File: src/rtl/ram_sdp_param.sv
// Simple dual-port RAM with byte enables and a self-clearing init sequence after reset.
// Latency: read data and valid appear one cycle after an accepted read; writes land at the same edge.
// Backpressure: none; busy is high for DEPTH cycles after reset and all accesses are dropped meanwhile.
module ram_sdp_param #(
    parameter int                DATA_W   = 8,
    parameter int                DEPTH    = 16,
    parameter logic [DATA_W-1:0] INIT_VAL = '0
) (
    input  logic                          clk,
    input  logic                          rst_n,
    input  logic                          ce,
    input  logic                          wr_en,
    input  logic [$clog2(DEPTH)-1:0]      wr_addr,
    input  logic [DATA_W/8-1:0]           wr_be,
    input  logic [DATA_W-1:0]             data_in,
    input  logic                          rd_en,
    input  logic [$clog2(DEPTH)-1:0]      rd_addr,
    output logic [DATA_W-1:0]             data_out,
    output logic                          valid,
    output logic                          busy
);

    localparam int ADDR_W = $clog2(DEPTH);
    localparam int BE_W   = DATA_W / 8;

    typedef enum logic {
        INIT  = 1'b0,
        READY = 1'b1
    } state_t;

    state_t              state;
    logic [ADDR_W-1:0]   cnt;
    logic [DATA_W-1:0]   mem [DEPTH];
    logic [DATA_W-1:0]   rd_word;
    logic                wr_acc;
    logic                rd_acc;
    logic                init_we;

    // Accesses only count in READY with chip enable; init writes are held off while reset is asserted
    // so that reset itself never disturbs memory contents.
    assign wr_acc  = (state == READY) && ce && wr_en;
    assign rd_acc  = (state == READY) && ce && rd_en;
    assign init_we = rst_n && (state == INIT);

    // Read word with write-first bypass: bytes being written to the same address this cycle are forwarded.
    always_comb begin
        rd_word = mem[rd_addr];
        if (wr_acc && (wr_addr == rd_addr)) begin
            for (int i = 0; i < BE_W; i++) begin
                if (wr_be[i]) begin
                    rd_word[i*8 +: 8] = data_in[i*8 +: 8];
                end
            end
        end
    end

    // Memory array: init sweep writes whole words, user writes touch only enabled bytes; no reset on storage.
    always_ff @(posedge clk) begin
        if (init_we) begin
            mem[cnt] <= INIT_VAL;
        end else if (wr_acc) begin
            for (int i = 0; i < BE_W; i++) begin
                if (wr_be[i]) begin
                    mem[wr_addr][i*8 +: 8] <= data_in[i*8 +: 8];
                end
            end
        end
    end

    // Control FSM: INIT sweeps cnt over every word, then READY serves reads with registered outputs.
    always_ff @(posedge clk or negedge rst_n) begin
        if (!rst_n) begin
            state    <= INIT;
            cnt      <= '0;
            busy     <= 1'b1;
            valid    <= 1'b0;
            data_out <= '0;
        end else begin
            case (state)
                INIT: begin
                    valid <= 1'b0;
                    if (cnt == ADDR_W'(DEPTH - 1)) begin
                        state <= READY;
                        busy  <= 1'b0;
                        cnt   <= '0;
                    end else begin
                        cnt <= cnt + 1'b1;
                    end
                end
                READY: begin
                    valid <= rd_acc;
                    if (rd_acc) begin
                        data_out <= rd_word;
                    end
                end
                default: begin
                    state <= INIT;
                    busy  <= 1'b1;
                    valid <= 1'b0;
                    cnt   <= '0;
                end
            endcase
        end
    end

endmodule

File: config.mk
export PLATFORM = sky130hd
export DESIGN_NAME = ram_sdp_param
export DESIGN_NICKNAME = d
export VERILOG_FILES = /design/src/rtl/ram_sdp_param.sv
export SDC_FILE = /design/constraint.sdc
export NUM_CORES = 1
export LEC_CHECK = 0
export BUFFER_PORTS_ARGS = -buffer_cell sky130_fd_sc_hd__clkbuf_2
export CAP_MARGIN = 20
export CORE_MARGIN = 1
export CORE_UTILIZATION = 43
export CTS_CLUSTER_DIAMETER = 60
export DETAILED_ROUTE_END_ITERATION = 8
export HOLD_SLACK_MARGIN = 0.02
export SYNTH_ARGS = -nofsm -noshare
export SYNTH_HDL_FRONTEND = slang
export SYNTH_SLANG_ARGS = --single-unit
File: constraint.sdc
create_clock -name clk -period 2.7 [get_ports clk]
set_input_delay 0 -clock clk [delete_from_list [all_inputs] [get_ports clk]]
set_output_delay 0 -clock clk [all_outputs]
set_load 0.02 [all_outputs]
==> results.ini <==
[logic_synthesis]
ys_ff_latch = 143
synth_seq_area_share_pct = 73.3
syn-cell-area_mm2 = 0.00576
avgSynthCellArea_um2 = 18.5
ys_warn_count = 0
syn_nets = 335
synthCells = 312
yosys.cell_types.count = 40

[power]
power_frac_clock_pct = 45.3
p_sw_share_pct = 20.3
p_int_mw = 3.84
p_seq_share_pct = 50.1
p_switching_mw = 0.976
p_leak_nw = 2.65
power_density_mw_per_mm2 = 705
combPwrFrac_pct = 4.6
irDropWorstVdd_uv = 453
p_total_mw = 4.82

[sta]
slew_viol_final = 0
tns_ps = 0
period_minus_slack_ps = 2350
max_freq_ghz = 0.426
slew_headroom_pct = 42.7
hold_viol = 0
fin_skew_ps = 8.56
period_share_pct = 86.9
fin_ws_ps = 353
setup_viol = 0
worstMarginPinSlew_ps = 857
grt_setup_unrepaired = no
timing.hold.ws_ps = 143

[place]
gp_congestion = 0.897
dp_hpwl_um = 8530
pre_cts_ws_ps = 390
place_area_mm2 = 0.00617
dp.cells = 518
io_buffers = 31

[setup_path]
critPathLaunchType = flop
worst-path-max-fanout = 9
end_kind = flop
r2r_end = mem[5][7]$_DFFE_PP_
rrSetupSlack_ps = 350
required_ps = 2740
worstSetupPathType = reg -> reg
r2r_start = state$_DFF_PN0_
reg2reg_depth = 5
cp.arrival_ps = 2390

[clocking]
clock_latency_ps = 420
clock_path_buffers = 2
htree_levels = 4
clkSinkCount = 143
cts_hold_buffers = 9
cts_buffers = 17
clk_pin_slew_ps = 60
cts_resized = 0
cts_post_setup_buffers_inserted = 0
cts-root-buf = clkbuf_16
cts_tree = built

[floorplanning]
dieArea_mm2 = 0.0139
core-area_mm2 = 0.0128
die_x_um = 118
start_util_pct = 44.9
rows = 41
die_y_um = 118
pin_count = 32

[final_layout]
final_layout_size_suffix_gt1_share_pct = 28.5
num_antenna_cells = 0
final_cells = 561
syn2layout_area_growth_pct = 18.7
fill_cells = 1018
design_area_mm2 = 0.00684
nets = 399
postLayoutCoreUtil_pct = 53.3

[drt]
wl_um = 12700
viasPerCell = 5.56
drc = 0
postRouteAntennaNets = 0
vias = 3120
drtPass1Iterations = 5
wire_per_inst_um = 22.6
drtIter0Drc = 292

[grt]
grt_pass1_vias = 3147
grtUsageTotal_pct = 19.9
overflow = 0
grt_max_degree = 34
grt_pass1_wl_um = 19300
antenna_found_initial = 0

[status]
status = completed

[flow_run]
drv_cap = 0

[worst_hold_path]
worstHoldPathType = in -> async

[state kept, by name, summed over array words and instances, names as in the netlist]
register  count
busy          1
cnt           4
data_out      8
mem         128
state         1
valid         1
[worst max path at each step]
stage | from | to | slack [ps] | cells past startpoint
after floorplan | state$_DFF_PN0_ | mem[5][0]$_DFFE_PP_ | 680 | 5
after global placement | state$_DFF_PN0_ | mem[5][1]$_DFFE_PP_ | 410 | 5
after detailed placement | state$_DFF_PN0_ | mem[6][1]$_DFFE_PP_ | 390 | 5
after CTS | state$_DFF_PN0_ | mem[6][1]$_DFFE_PP_ | 360 | 5
after global routing | state$_DFF_PN0_ | mem[6][7]$_DFFE_PP_ | 190 | 5
final | state$_DFF_PN0_ | mem[5][7]$_DFFE_PP_ | 350 | 5
[layout by cell type (no fill, tap or decap), types with 2 or more instances in the layout]
cell type,instances
a21o_1,2
a21oi_1,3
a22o_1,16
a31oi_1,4
buf_4,18
bufinv_16,2
clkbuf_1,3
clkbuf_16,17
clkbuf_2,31
clkinv_1,3
clkinv_2,3
clkinv_4,3
dfrtp_1,14
dlygate4sd3_1,9
edfxtp_1,128
inv_1,13
mux4_2,31
nand2_1,12
nand2b_1,2
nand3_1,2
nor2_1,34
nor2b_1,2
nor3_1,2
nor3b_1,2
o21ai_0,2
o221ai_1,8
xor2_1,4
[cell families after synthesis]
group           Yosys count  synth area share, %
simple gates             62                 4.80
compound gates           41                 5.67
fa+ha+maj                 1                0.217
flops                   143                 73.3
mux                      33                 12.8
buf+inv                  27                 2.52
xor+xnor                  5                0.760
[cell usage after synthesis]
library cell    n  area share, %
a31oi_1         4           0.43
nand4_1         1           0.11
a22o_1         16            2.4
a2bb2oi_1       1           0.15
nor2_1         34            2.2
nand2b_1        2           0.22
a21oi_1         3           0.26
nand3_1         2           0.17
buf_1           1          0.065
mux4_1          1           0.46
nor4_1          1           0.11
buf_6           3           0.59
a31o_2          1           0.15
dfstp_2         1           0.46
nand2_1        12           0.78
o21a_1          1           0.13
edfxtp_1      128             67
ha_1            1           0.22
o32a_1          1           0.17
xnor2_1         1           0.15
mux4_2         31             12
nor3b_1         2           0.26
nor2b_1         2           0.22
or3b_2          1           0.15
clkbuf_1        5           0.33
o21ai_0         2           0.17
o221ai_1        8            1.2
o31ai_1         1           0.13
dfrtp_1        14            6.1
mux2_2          1           0.20
inv_1          13           0.85
and4_1          1           0.15
nand3b_1        1           0.13
buf_2           4           0.35
xor2_1          4           0.61
and2_1          1           0.11
buf_12          1           0.35
nor3_1          2           0.17
o22a_1          1           0.15
a21o_1          2           0.26
[power groups by stage]
stage	clock, mW	sequential (mW)	combinational, mW
after CTS	2.21	2.41	0.221
after detailed placement	0	2.46	0.210
final	2.18	2.42	0.221
after global routing	2.30	2.42	0.238
after floorplan	0	2.47	0.114
after global placement	0	2.46	0.210
[layer usage]
metal	routed length [um]	track usage, %
met1	5890	29.5
met2	5760	27.9
met3	845	5.86
met4	185	6.97
met5	0	0
[critical path, stage by stage (launching register included)]
cell	delay, ps
dfrtp_1	380
buf_4	170
or3b_2	480
a21oi_1	200
a2bb2oi_1	150
nor2_1	590
[cell type report]
cell class | count | area, um2 | area share [%]
clock buffer | 20 | 437 | 6.39
clock inverter | 12 | 120 | 1.76
inverter | 13 | 48.8 | 0.714
multi-input combinational | 142 | 1400 | 20.4
sequential | 143 | 4220 | 61.7
tap | 172 | 215 | 3.15
timing repair buffer | 59 | 400 | 5.86
(Power assumes the default switching activity.)
